==> src/rtl/keras_seq_pkg.sv <==
// Shared definitions for the Keras inference sequencer.
// Holds the sequencer state encoding and the default widths and timeout limit
// used by the top level and by the timeout counter.
package keras_seq_pkg;

  localparam int KERAS_IN_W    = 180;   // 10 features x 18 bits
  localparam int KERAS_OUT_W   = 18;    // one 18-bit result
  localparam int KERAS_TIMEOUT = 1023;  // cycles allowed in ISSUE plus WAIT_RES
  localparam int KERAS_CNT_W   = 16;    // completed-sample counter width

  typedef enum logic [2:0] {
    ST_IDLE     = 3'd0,
    ST_ISSUE    = 3'd1,
    ST_WAIT_RES = 3'd2,
    ST_DRAIN    = 3'd3,
    ST_ERROR    = 3'd4
  } seq_state_e;

endpackage

==> src/rtl/keras_seq_timer.sv <==
// Transaction watchdog for the inference sequencer.
// Counts enabled cycles since the last clear. tc is high during the enabled
// cycle that is the TIMEOUT-th one, so the owner can leave on that edge.
// Ports:
//   clk     - rising-edge clock
//   rst     - asynchronous active-low reset
//   clear   - synchronous clear of the count (wins over enable)
//   enable  - count this cycle
//   tc      - terminal count reached in this enabled cycle
module keras_seq_timer
  import keras_seq_pkg::*;
#(
  parameter int TIMEOUT = KERAS_TIMEOUT
) (
  input  logic clk,
  input  logic rst,
  input  logic clear,
  input  logic enable,
  output logic tc
);

  localparam int TW = (TIMEOUT > 1) ? $clog2(TIMEOUT) : 1;
  localparam logic [TW-1:0] LAST_CNT = TW'(TIMEOUT - 1);

  logic [TW-1:0] count_r;

  assign tc = enable && (count_r == LAST_CNT);

  // Cycle counter; saturates at the terminal value because the owner leaves then.
  always_ff @(posedge clk or negedge rst) begin
    if (!rst) begin
      count_r <= {TW{1'b0}};
    end else if (clear) begin
      count_r <= {TW{1'b0}};
    end else if (enable && !tc) begin
      count_r <= count_r + TW'(1);
    end else begin
      count_r <= count_r;
    end
  end

endmodule

==> src/rtl/keras_inference_sequencer.sv <==
// Sequences one sample at a time through an HLS-generated Keras accelerator.
// A sample is accepted from the upstream valid/ready stream, presented to the
// accelerator input channel until consumed (triosy), the single result is
// captured and then offered downstream until accepted. A watchdog aborts a
// transaction that spends TIMEOUT cycles in ISSUE plus WAIT_RES.
// Ports:
//   clk, rst                  - clock, asynchronous active-low reset
//   s_data/s_valid/s_ready    - upstream sample stream
//   acc_in_dat/acc_in_vld     - accelerator input channel
//   acc_in_triosy             - accelerator consumed the input
//   acc_out_dat/acc_out_vld   - accelerator result
//   m_data/m_valid/m_ready    - downstream result stream
//   busy                      - sequencer not idle
//   err_timeout/clear_err     - sticky timeout flag and its release
//   sample_count              - completed results, wrapping
module keras_inference_sequencer
  import keras_seq_pkg::*;
#(
  parameter int IN_W    = KERAS_IN_W,
  parameter int OUT_W   = KERAS_OUT_W,
  parameter int TIMEOUT = KERAS_TIMEOUT,
  parameter int CNT_W   = KERAS_CNT_W
) (
  input  logic             clk,
  input  logic             rst,
  input  logic [IN_W-1:0]  s_data,
  input  logic             s_valid,
  output logic             s_ready,
  output logic [IN_W-1:0]  acc_in_dat,
  output logic             acc_in_vld,
  input  logic             acc_in_triosy,
  input  logic [OUT_W-1:0] acc_out_dat,
  input  logic             acc_out_vld,
  output logic [OUT_W-1:0] m_data,
  output logic             m_valid,
  input  logic             m_ready,
  output logic             busy,
  output logic             err_timeout,
  input  logic             clear_err,
  output logic [CNT_W-1:0] sample_count
);

  seq_state_e       state_r;
  seq_state_e       state_nxt_s;
  logic [IN_W-1:0]  in_reg_r;
  logic [OUT_W-1:0] out_reg_r;
  logic [CNT_W-1:0] cnt_r;
  logic             acc_in_vld_r;
  logic             m_valid_r;
  logic             busy_r;
  logic             err_r;

  logic load_in_s;
  logic load_out_s;
  logic cnt_inc_s;
  logic timer_clr_s;
  logic timer_en_s;
  logic timer_tc_s;
  logic s_ready_s;

  keras_seq_timer #(
    .TIMEOUT (TIMEOUT)
  ) u_timer (
    .clk    (clk),
    .rst    (rst),
    .clear  (timer_clr_s),
    .enable (timer_en_s),
    .tc     (timer_tc_s)
  );

  // State register.
  always_ff @(posedge clk or negedge rst) begin
    if (!rst) begin
      state_r <= ST_IDLE;
    end else begin
      state_r <= state_nxt_s;
    end
  end

  // Next-state decode and per-cycle control strobes.
  always_comb begin
    state_nxt_s = state_r;
    load_in_s   = 1'b0;
    load_out_s  = 1'b0;
    cnt_inc_s   = 1'b0;
    timer_clr_s = 1'b0;
    timer_en_s  = 1'b0;
    s_ready_s   = 1'b0;
    case (state_r)
      ST_IDLE: begin
        s_ready_s = 1'b1;
        if (s_valid) begin
          load_in_s   = 1'b1;
          timer_clr_s = 1'b1;
          state_nxt_s = ST_ISSUE;
        end else begin
          state_nxt_s = ST_IDLE;
        end
      end
      ST_ISSUE: begin
        timer_en_s = 1'b1;
        if (timer_tc_s) begin
          state_nxt_s = ST_ERROR;
        end else if (acc_in_triosy) begin
          state_nxt_s = ST_WAIT_RES;
        end else begin
          state_nxt_s = ST_ISSUE;
        end
      end
      ST_WAIT_RES: begin
        timer_en_s = 1'b1;
        // A result arriving on the terminal-count cycle still completes.
        if (acc_out_vld) begin
          load_out_s  = 1'b1;
          state_nxt_s = ST_DRAIN;
        end else if (timer_tc_s) begin
          state_nxt_s = ST_ERROR;
        end else begin
          state_nxt_s = ST_WAIT_RES;
        end
      end
      ST_DRAIN: begin
        s_ready_s = m_ready;
        if (m_ready) begin
          cnt_inc_s = 1'b1;
          // Zero-bubble handoff: the next sample is taken in the same cycle.
          if (s_valid) begin
            load_in_s   = 1'b1;
            timer_clr_s = 1'b1;
            state_nxt_s = ST_ISSUE;
          end else begin
            state_nxt_s = ST_IDLE;
          end
        end else begin
          state_nxt_s = ST_DRAIN;
        end
      end
      ST_ERROR: begin
        if (clear_err) begin
          timer_clr_s = 1'b1;
          state_nxt_s = ST_IDLE;
        end else begin
          state_nxt_s = ST_ERROR;
        end
      end
      default: begin
        state_nxt_s = ST_IDLE;
      end
    endcase
  end

  // Sample and result holding registers.
  always_ff @(posedge clk or negedge rst) begin
    if (!rst) begin
      in_reg_r  <= {IN_W{1'b0}};
      out_reg_r <= {OUT_W{1'b0}};
    end else begin
      if (load_in_s) begin
        in_reg_r <= s_data;
      end else begin
        in_reg_r <= in_reg_r;
      end
      if (load_out_s) begin
        out_reg_r <= acc_out_dat;
      end else begin
        out_reg_r <= out_reg_r;
      end
    end
  end

  // Completed-sample counter; wraps naturally at 2^CNT_W.
  always_ff @(posedge clk or negedge rst) begin
    if (!rst) begin
      cnt_r <= {CNT_W{1'b0}};
    end else if (cnt_inc_s) begin
      cnt_r <= cnt_r + CNT_W'(1);
    end else begin
      cnt_r <= cnt_r;
    end
  end

  // Status outputs registered from the next state so they align with state_r.
  always_ff @(posedge clk or negedge rst) begin
    if (!rst) begin
      acc_in_vld_r <= 1'b0;
      m_valid_r    <= 1'b0;
      busy_r       <= 1'b0;
      err_r        <= 1'b0;
    end else begin
      acc_in_vld_r <= (state_nxt_s == ST_ISSUE);
      m_valid_r    <= (state_nxt_s == ST_DRAIN);
      busy_r       <= (state_nxt_s != ST_IDLE);
      err_r        <= (state_nxt_s == ST_ERROR);
    end
  end

  assign s_ready      = s_ready_s;
  assign acc_in_dat   = in_reg_r;
  assign acc_in_vld   = acc_in_vld_r;
  assign m_data       = out_reg_r;
  assign m_valid      = m_valid_r;
  assign busy         = busy_r;
  assign err_timeout  = err_r;
  assign sample_count = cnt_r;

endmodule
==> config.mk <==
export PLATFORM = sky130hd
export DESIGN_NAME = keras_inference_sequencer
export DESIGN_NICKNAME = d
export VERILOG_FILES = /design/src/rtl/keras_seq_pkg.sv /design/src/rtl/keras_seq_timer.sv /design/src/rtl/keras_inference_sequencer.sv
export SDC_FILE = /design/constraint.sdc
export NUM_CORES = 1
export LEC_CHECK = 0
export ABC_AREA = 1
export ABC_CLOCK_PERIOD_IN_PS = 1350
export BUFFER_PORTS_ARGS = -buffer_cell sky130_fd_sc_hd__buf_4
export CAP_MARGIN = 20
export CORE_AREA = 2 2 167 169
export DETAILED_ROUTE_END_ITERATION = 7
export DIE_AREA = 0 0 169 171
export HOLD_SLACK_MARGIN = 0.15
export PLACE_DENSITY = 0.67
export REMOVE_ABC_BUFFERS = 1
export SLEW_MARGIN = 20
export SYNTH_ARGS = -nofsm -noshare
export SYNTH_HDL_FRONTEND = slang
export SYNTH_SLANG_ARGS = --single-unit
==> constraint.sdc <==
create_clock -name clk -period 1.35 [get_ports clk]
set_input_delay 0.405 -clock clk [delete_from_list [all_inputs] [get_ports clk]]
set_output_delay 0.405 -clock clk [all_outputs]
set_load 0.01 [all_outputs]
==> results of run 1 <==
[worst max-delay path by stage]
stage	start	endpoint	slack, ps
floorplan	state_r[0]	u_timer.count_r[8]	-4150
global placement	state_r[0]	acc_in_dat[25]	-110
detailed placement	u_timer.count_r[0]	u_timer.count_r[4]	-180
CTS	state_r[0]	s_ready	-520
global route	state_r[0]	s_ready	-560
finish	state_r[0]	s_ready	-530
[worst max-delay path: stages (launching register included)]
cell	delay (ps)
sky130_fd_sc_hd__dfrtp_2	440
sky130_fd_sc_hd__buf_6	130
sky130_fd_sc_hd__nand3_4	90
sky130_fd_sc_hd__inv_6	50
sky130_fd_sc_hd__nand2_4	60
sky130_fd_sc_hd__nand2_2	50
sky130_fd_sc_hd__buf_6	120
[registers in the layout, summed over array words and instances (netlist names)]
signal / cells
acc_in_dat: 180
acc_in_vld: 1
busy: 1
err_timeout: 1
m_data: 18
m_valid: 1
sample_count: 16
state_r: 3
u_timer.count_r: 10
[cell usage after synthesis, drive strengths merged]
library cell,instances
a21oi,3
buf,60
clkbuf,3
dfrtp,231
ha,3
inv,34
nand2,503
nand3,198
nand3b,1
nand4,13
nor2,35
nor3,6
o211ai,1
o21ai,6
o21bai,2
or2,2
xnor2,7
xor2,5
[cells by family after synthesis]
logic type / count (synthesis) / share of synthesized area
AND/OR/NAND/NOR: 758 / 0.347
XOR/XNOR: 12 / 0.0105
flip-flops: 231 / 0.575
buffers and inverters: 97 / 0.0574
adder cells (fa/ha/maj): 3 / 0.00373
AO/OA/AOI/OAI: 12 / 0.00672
[cell type report]
type | count | area, µm²
Timing Repair Buffer | 903 | 9710
Sequential cell | 231 | 5790
Multi-Input combinational cell | 790 | 5380
Fill cell | 1300 | 4970
Clock buffer | 37 | 772
Tap cell | 346 | 433
Inverter | 34 | 138
Clock inverter | 8 | 129
Antenna cell | 1 | 2.50
[placed cells by master (no fill, tap or decap), types with 2 or more instances in the layout]
master                          netlist  routed
sky130_fd_sc_hd__a21oi_1              3       3
sky130_fd_sc_hd__buf_12               0      33
sky130_fd_sc_hd__buf_16               0      33
sky130_fd_sc_hd__buf_4               13     364
sky130_fd_sc_hd__buf_6               15     240
sky130_fd_sc_hd__buf_8                0      14
sky130_fd_sc_hd__bufinv_16            0       3
sky130_fd_sc_hd__clkbuf_1             0       3
sky130_fd_sc_hd__clkbuf_16            0      45
sky130_fd_sc_hd__clkbuf_8             0       8
sky130_fd_sc_hd__clkinv_2             0       3
sky130_fd_sc_hd__dfrtp_1            231     225
sky130_fd_sc_hd__dfrtp_2              0       6
sky130_fd_sc_hd__dlygate4sd3_1        0     199
sky130_fd_sc_hd__ha_1                 3       3
sky130_fd_sc_hd__inv_1               29      28
sky130_fd_sc_hd__inv_2                5       4
sky130_fd_sc_hd__nand2_1            498     232
sky130_fd_sc_hd__nand2_2              4     161
sky130_fd_sc_hd__nand2_4              1     107
sky130_fd_sc_hd__nand2_8              0       8
sky130_fd_sc_hd__nand3_1            136      86
sky130_fd_sc_hd__nand3_2             62     102
sky130_fd_sc_hd__nand3_4              0      10
sky130_fd_sc_hd__nand4_1             13      13
sky130_fd_sc_hd__nor2_1              30      28
sky130_fd_sc_hd__nor2_2               4       4
sky130_fd_sc_hd__nor2_4               1       3
sky130_fd_sc_hd__nor3_1               6       6
sky130_fd_sc_hd__o21ai_0              6       6
sky130_fd_sc_hd__o21bai_1             2       2
sky130_fd_sc_hd__or2_2                2       2
sky130_fd_sc_hd__xnor2_1              7       7
sky130_fd_sc_hd__xor2_1               5       5
[routing by layer]
metal  global-route usage  wire (µm)  up-vias
met3               0.0712       5260      404
met5                    0          0        -
met1                0.356      19700     6382
met4                0.178       5210        0
li1                     -          -     5318
met2                0.582      30200      957
[power by group]
part | switching, mW | internal, mW | total (mW)
sequential | 3.06 | 9.95 | 13.0
combinational | 13.6 | 15.0 | 28.7
clock | 3.23 | 4.54 | 7.77
total | 19.9 | 29.5 | 49.4
[repair_timing]
action	4_1_cts	5_1_grt
pin swaps	28	84
gates resized for setup	384	395
cloned	36	23
setup endpoints to repair	434	450
buffers inserted	139	5
hold buffers	199	0
endpoints found under the hold margin	363	0
[metrics by stage]
| step | instance area [µm²] | utilization | power [mW] |
|---|---|---|---|
| global placement | 14200 | 0.520 | 26.4 |
| global route | 22300 | 0.818 | 51.0 |
| finish | 22400 | 0.818 | 49.4 |
| floorplan | 9610 | - | 18.1 |
| CTS | 20500 | 0.749 | 42.5 |
| detailed placement | 14200 | 0.520 | 26.8 |
==> metrics.log, run 1 <==
INFO  metric wl_per_cell = 25.7 µm
INFO  metric grt.overflow.total = 0
INFO  metric r2r_setup_slack = -500 ps
INFO  metric maxCapViolCount = 0
INFO  metric io_pins = 424
INFO  metric clock_sink_count = 231
INFO  metric synthCells = 1,113
INFO  metric avgSynthCellArea = 9.03 µm²
INFO  metric run_status = finished with violations
INFO  metric routed_wire_length = 60,400 µm
INFO  metric cp.required = 950 ps
INFO  metric worst_skew_pair.late_latency = 560 ps
INFO  metric fp-row-count = 61
INFO  metric h-tree-depth = 1
INFO  metric vdd.ir_drop.worst = 1.38 mV
INFO  metric synth.area.top_cells = sky130_fd_sc_hd__dfrtp_1, sky130_fd_sc_hd__nand2_1, sky130_fd_sc_hd__nand3_1
INFO  metric nets = 2,194
INFO  metric crit_path_start_kind = register
INFO  metric dpl_worst_slack = -184 ps
INFO  metric layout_min_cycle_time = 1880 ps
INFO  metric fp.dieArea = 28,900 µm²
INFO  metric inserted_clock_buffers = 26
INFO  metric worst_pin_slew = 444 ps
INFO  metric synth.yosys.seq_area_share = 0.575
INFO  metric finalWeightedCongestion = 0.830
INFO  metric rr_startpoint = state_r[0]
INFO  metric first_global_vias = 13,000
INFO  metric hold_ws = 227 ps
INFO  metric tns = -100,470 ps
INFO  metric grt_util_all_layers = 0.324
INFO  metric finalMaxSlewViolations = 0
INFO  metric final_min_period_over_clock_period = 1.39
INFO  metric max-clock-path-buffers = 3
INFO  metric drc = 0
INFO  metric vias_per_cell = 5.56
INFO  metric worst_ep_arrival_time = 1470 ps
INFO  metric area_delta_synth_final = 122%
INFO  metric min-delay-start = acc_in_triosy
INFO  metric power-per-cell-area = 2210 nW/µm²
INFO  metric setup_ws = -528 ps
INFO  metric hold-path-cell-count = 3
INFO  metric cts_root_buffer = sky130_fd_sc_hd__clkbuf_16
INFO  metric port-buffer-count = 423
INFO  metric detailedRoute.firstIterationViolations = 1,035
INFO  metric antenna_found_initial = 0
INFO  metric synthesized_flop_and_latch_total = 231
INFO  metric timing.critical_path.to_type = primary output
INFO  metric critical_path_peak_fanout = 3
INFO  metric grt_pass1_wl = 72,400 µm
INFO  metric yosysTopAreaCellShare = 0.575
INFO  metric grt_setup_unrepaired = true
INFO  metric start_util = 0.368
INFO  metric ys.warnings.count = 0
INFO  metric die-height = 171 µm
INFO  metric violations = negative setup slack
INFO  metric setup.worst_path.class = reg2out
INFO  metric die_width = 169 µm
INFO  metric finalNonFillerCells = 2,350
INFO  metric post_route_cells_drive_above_1_share = 0.577
INFO  metric power.static_leakage = 11.8 nW
INFO  metric place.detailed.hpwl = 23,200 µm
INFO  metric worstReg2RegEnd = acc_in_dat[177]
INFO  metric routed-via-count = 13,100
INFO  metric hold_class = in2reg
INFO  metric holdPathEnd = state_r[1]
INFO  metric cts_tree = yes
INFO  metric synth.distinct_cells = 26
INFO  metric detail_route.first_pass.iterations = 5
INFO  metric setup_violations = 449
INFO  metric maxClockFrequency = 533 MHz
INFO  metric placed_cells_incl_taps = 1,911
INFO  metric syn-cell-area = 10,100 µm²
INFO  metric maxSlewHeadroom = 0.704
INFO  metric rr_worst_depth = 9
INFO  metric clk_pin_slew_worst_paths = 60 ps
INFO  metric postRouteAntennaNets = 0
INFO  metric fin_skew = 24.1 ps
INFO  metric post-synth-top-area-cell = sky130_fd_sc_hd__dfrtp_1
INFO  metric core = 27,300 µm²
INFO  metric grt_max_degree = 41
INFO  metric finalHoldViolations = 0
(Power assumes the default switching activity.)
==> run 2, diff against run 1 <==
--- a/config.mk
+++ b/config.mk
@@ -6,14 +6,13 @@
 export NUM_CORES = 1
 export LEC_CHECK = 0
 export ABC_AREA = 1
-export ABC_CLOCK_PERIOD_IN_PS = 1350
+export ABC_CLOCK_PERIOD_IN_PS = 1610
 export BUFFER_PORTS_ARGS = -buffer_cell sky130_fd_sc_hd__buf_4
 export CAP_MARGIN = 20
-export CORE_AREA = 2 2 167 169
+export CORE_MARGIN = 2
+export CORE_UTILIZATION = 31
 export DETAILED_ROUTE_END_ITERATION = 7
-export DIE_AREA = 0 0 169 171
 export HOLD_SLACK_MARGIN = 0.15
-export PLACE_DENSITY = 0.67
 export REMOVE_ABC_BUFFERS = 1
 export SLEW_MARGIN = 20
 export SYNTH_ARGS = -nofsm -noshare
==> constraint.sdc (replaced) <==
create_clock -name clk -period 1.61 [get_ports clk]
set_input_delay 0.483 -clock clk [delete_from_list [all_inputs] [get_ports clk]]
set_output_delay 0.483 -clock clk [all_outputs]
set_load 0.01 [all_outputs]
==> run 2 against run 1 <==
Effect of this change: the flow still finishes with violations (negative setup slack); routed wire length down 37%; critical endpoint unchanged; sequential power down 23%; power down 38%; non-clock buffer count down 170; sequential share of layout area up 6.8 points; critical path depth unchanged; core utilization down 26 points; setup slack better by 250 ps; global-route usage down 12 points; clock power down 23%; register-to-register slack better by 420 ps; die area up 17%.
==> metrics.log, run 2 (synthesis gave the netlist of run 1 again) <==
INFO  metric postRouteAntennaNets = 0 (unchanged)
INFO  metric setup_ws = -281 ps (was -528 ps)
INFO  metric run_status = finished with violations (unchanged)
INFO  metric maxCapViolCount = 0 (unchanged)
INFO  metric relative_contribution_of_the_clock_network_to_total_power = 0.195 (was 0.157)
INFO  metric nets = 2,024 (was 2,194)
INFO  metric die-height = 184 µm (was 171 µm)
INFO  metric finalNonFillerCells = 2,235 (was 2,350)
INFO  metric setup.worst_path.class = reg2out (unchanged)
INFO  metric finalMaxSlewViolations = 0 (unchanged)
INFO  metric max-clock-path-buffers = 3 (unchanged)
INFO  metric maxSlewHeadroom = 0.724 (was 0.704)
INFO  metric detailedRoute.firstIterationViolations = 638 (was 1,035)
INFO  metric clk_pin_slew_worst_paths = 60 ps (about the same)
INFO  metric antenna_found_initial = 0 (unchanged)
INFO  metric layout_min_cycle_time = 1890 ps
INFO  metric first_global_vias = 10,400 (was 13,000)
INFO  metric start_util = 0.317 (was 0.368)
INFO  metric power-per-cell-area = 1730 nW/µm² (was 2210 nW/µm²)
INFO  metric grt_max_degree = 88 (was 41)
INFO  metric inserted_clock_buffers = 27 (was 26)
INFO  metric core = 31,700 µm² (was 27,300 µm²)
INFO  metric largest_register_ff_count = 180 (unchanged)
INFO  metric cp.required = 1130 ps (was 950 ps)
INFO  metric power.static_leakage = 9.41 nW (was 11.8 nW)
INFO  metric finalPower = 30.6 mW (was 49.4 mW)
INFO  metric critical_path_peak_fanout = 3 (unchanged)
INFO  metric hold_ws = 173 ps (was 227 ps)
INFO  metric worst_pin_slew = 414 ps (was 444 ps)
INFO  metric violations = negative setup slack (unchanged)
INFO  metric vdd.ir_drop.worst = 0.983 mV (was 1.38 mV)
INFO  metric holdPathEnd = acc_in_dat[77] (was state_r[1])
INFO  metric p_seq_frac = 0.327 (was 0.263)
INFO  metric layout.cells.most_common = sky130_fd_sc_hd__nand2_1 (was sky130_fd_sc_hd__buf_4)
INFO  metric routed-via-count = 10,500 (was 13,100)
INFO  metric fp.dieArea = 33,900 µm² (was 28,900 µm²)
INFO  metric rr_worst_depth = 8 (was 9)
INFO  metric rr_startpoint = state_r[0] (unchanged)
INFO  metric detail_route.first_pass.iterations = 6 (was 5)
INFO  metric worstReg2RegEnd = acc_in_dat[116] (was acc_in_dat[177])
INFO  metric finalWeightedCongestion = 0.840 (was 0.830)
INFO  metric power_switching_share = 0.369 (was 0.403)
INFO  metric crit_path_start_kind = register (unchanged)
INFO  metric hold-path-cell-count = 3 (unchanged)
INFO  metric post_route_cells_drive_above_1_share = 0.378 (was 0.577)
INFO  metric min-delay-start = s_data[77] (was acc_in_triosy)
INFO  metric wl_per_cell = 17.1 µm (was 25.7 µm)
INFO  metric power_switching = 11.3 mW (was 19.9 mW)
INFO  metric p_int = 19.3 mW (was 29.5 mW)
INFO  metric grt_util_all_layers = 0.200 (was 0.324)
INFO  metric hold_class = in2reg (unchanged)
INFO  metric timing.critical_path.to_type = primary output (unchanged)
INFO  metric port-buffer-count = 423 (unchanged)
INFO  metric fp-row-count = 65 (was 61)
INFO  metric grt.overflow.total = 0 (unchanged)
INFO  metric drc = 0 (unchanged)
INFO  metric maxClockFrequency = 529 MHz
INFO  metric grt_pass1_wl = 54,900 µm (was 72,400 µm)
INFO  metric cts_root_buffer = sky130_fd_sc_hd__clkbuf_16 (unchanged)
INFO  metric setup_violations = 87 (was 449)
INFO  metric fin_skew = 7.34 ps (was 24.1 ps)
INFO  metric placed_cells_incl_taps = 1,932 (was 1,911)
INFO  metric finalHoldViolations = 0 (unchanged)
INFO  metric final_min_period_over_clock_period = 1.17
INFO  metric clock_sink_count = 231 (unchanged)
INFO  metric most-common-layout-cells = sky130_fd_sc_hd__nand2_1, sky130_fd_sc_hd__buf_4, sky130_fd_sc_hd__dfrtp_1 (was sky130_fd_sc_hd__buf_4, sky130_fd_sc_hd__buf_6, sky130_fd_sc_hd__nand2_1)
INFO  metric die_width = 184 µm (was 169 µm)
INFO  metric place.detailed.hpwl = 23,700 µm (was 23,200 µm)
INFO  metric cts_tree = yes (unchanged)
INFO  metric io_pins = 424 (unchanged)
INFO  metric comb_power_share = 0.478 (was 0.580)
INFO  metric area_delta_synth_final = 75.9% (was 122%)
INFO  metric r2r_setup_slack = -80 ps (was -500 ps)
INFO  metric routed_wire_length = 38,100 µm (was 60,400 µm)
INFO  metric grt_setup_unrepaired = true (unchanged)
INFO  metric h-tree-depth = 1 (unchanged)
INFO  metric worst_ep_arrival_time = 1410 ps (was 1470 ps)
INFO  metric vias_per_cell = 4.70 (was 5.56)
INFO  metric worst_skew_pair.late_latency = 530 ps (was 560 ps)
## run 2: cell count changes in the layout (fill, tap and decap cells not counted), sizes merged, moves of 2 or more
| cell | before | now |
|---|---|---|
| buf | 684 | 549 |
| clkbuf | 56 | 47 |
| clkinv | 5 | 2 |
| dlygate4sd3 | 199 | 176 |
| nand2 | 508 | 506 |
## run 2: metal layers
metal	part of all wire	GRT usage	up-vias
li1	-	-	4951
met1	0.41	0.247	5045
met2	0.49	0.348	414
met3	0.063	0.0433	89
met4	0.034	0.0669	0
met5	0	0	-
## run 2: worst max-delay path by stage
stage / from / to / slack (ps) / cells after the start
finish: state_r[2] / s_ready / -280 / 6
floorplan: state_r[0] / u_timer.count_r[8] / -3890 / 6
detailed placement: s_valid / acc_in_dat[87] / -30 / 8
global route: state_r[2] / s_ready / -330 / 6
global placement: s_valid / acc_in_dat[165] / -10 / 8
CTS: state_r[2] / s_ready / -320 / 6
## run 2: power by group through the flow
| stage | registers, mW | clock network [mW] | logic [mW] |
|---|---|---|---|
| floorplan | 11.0 | 0 | 4.40 |
| global placement | 10.0 | 0 | 12.0 |
| detailed placement | 10.1 | 0 | 12.2 |
| CTS | 10.0 | 6.17 | 12.9 |
| global route | 10.3 | 6.41 | 15.9 |
| finish | 10.0 | 5.98 | 14.6 |
## run 2: through the flow
stage	instance area (µm²)	TNS (ps)	setup WS, ps	util
after detailed placement	14000	-506	-25.9	0.440
after global routing	17700	-11680	-335	0.557
after floorplan	9610	-695040	-3890	-
final	17700	-3760	-281	0.558
after global placement	14000	-179	-12.2	0.440
after CTS	16800	-326	-316	0.530
## run 2: layout make-up
class | instances | area, µm²
inverters | 34 | 134
clock buffers | 39 | 761
multi-input cells | 789 | 3860
diodes | 2 | 5.00
repair buffers | 733 | 6550
flip-flops and latches | 231 | 5790
clock inverters | 5 | 85.1
well taps | 402 | 503
fillers | 2736 | 14000
## run 2: worst max-delay path: stages (launching register included)
cell,delay (ps)
sky130_fd_sc_hd__dfrtp_1,430
sky130_fd_sc_hd__inv_2,100
sky130_fd_sc_hd__nand3_4,70
sky130_fd_sc_hd__inv_4,70
sky130_fd_sc_hd__nand2_4,50
sky130_fd_sc_hd__nand2_4,50
sky130_fd_sc_hd__buf_6,100
## run 2: timing repair
action,in CTS,in global routing
cloned,0,15
hold buffers,176,0
hold endpoints to repair,207,0
resized for setup,17,60
buffers inserted,25,44
endpoints found under the setup margin,29,169
pin swaps,3,15
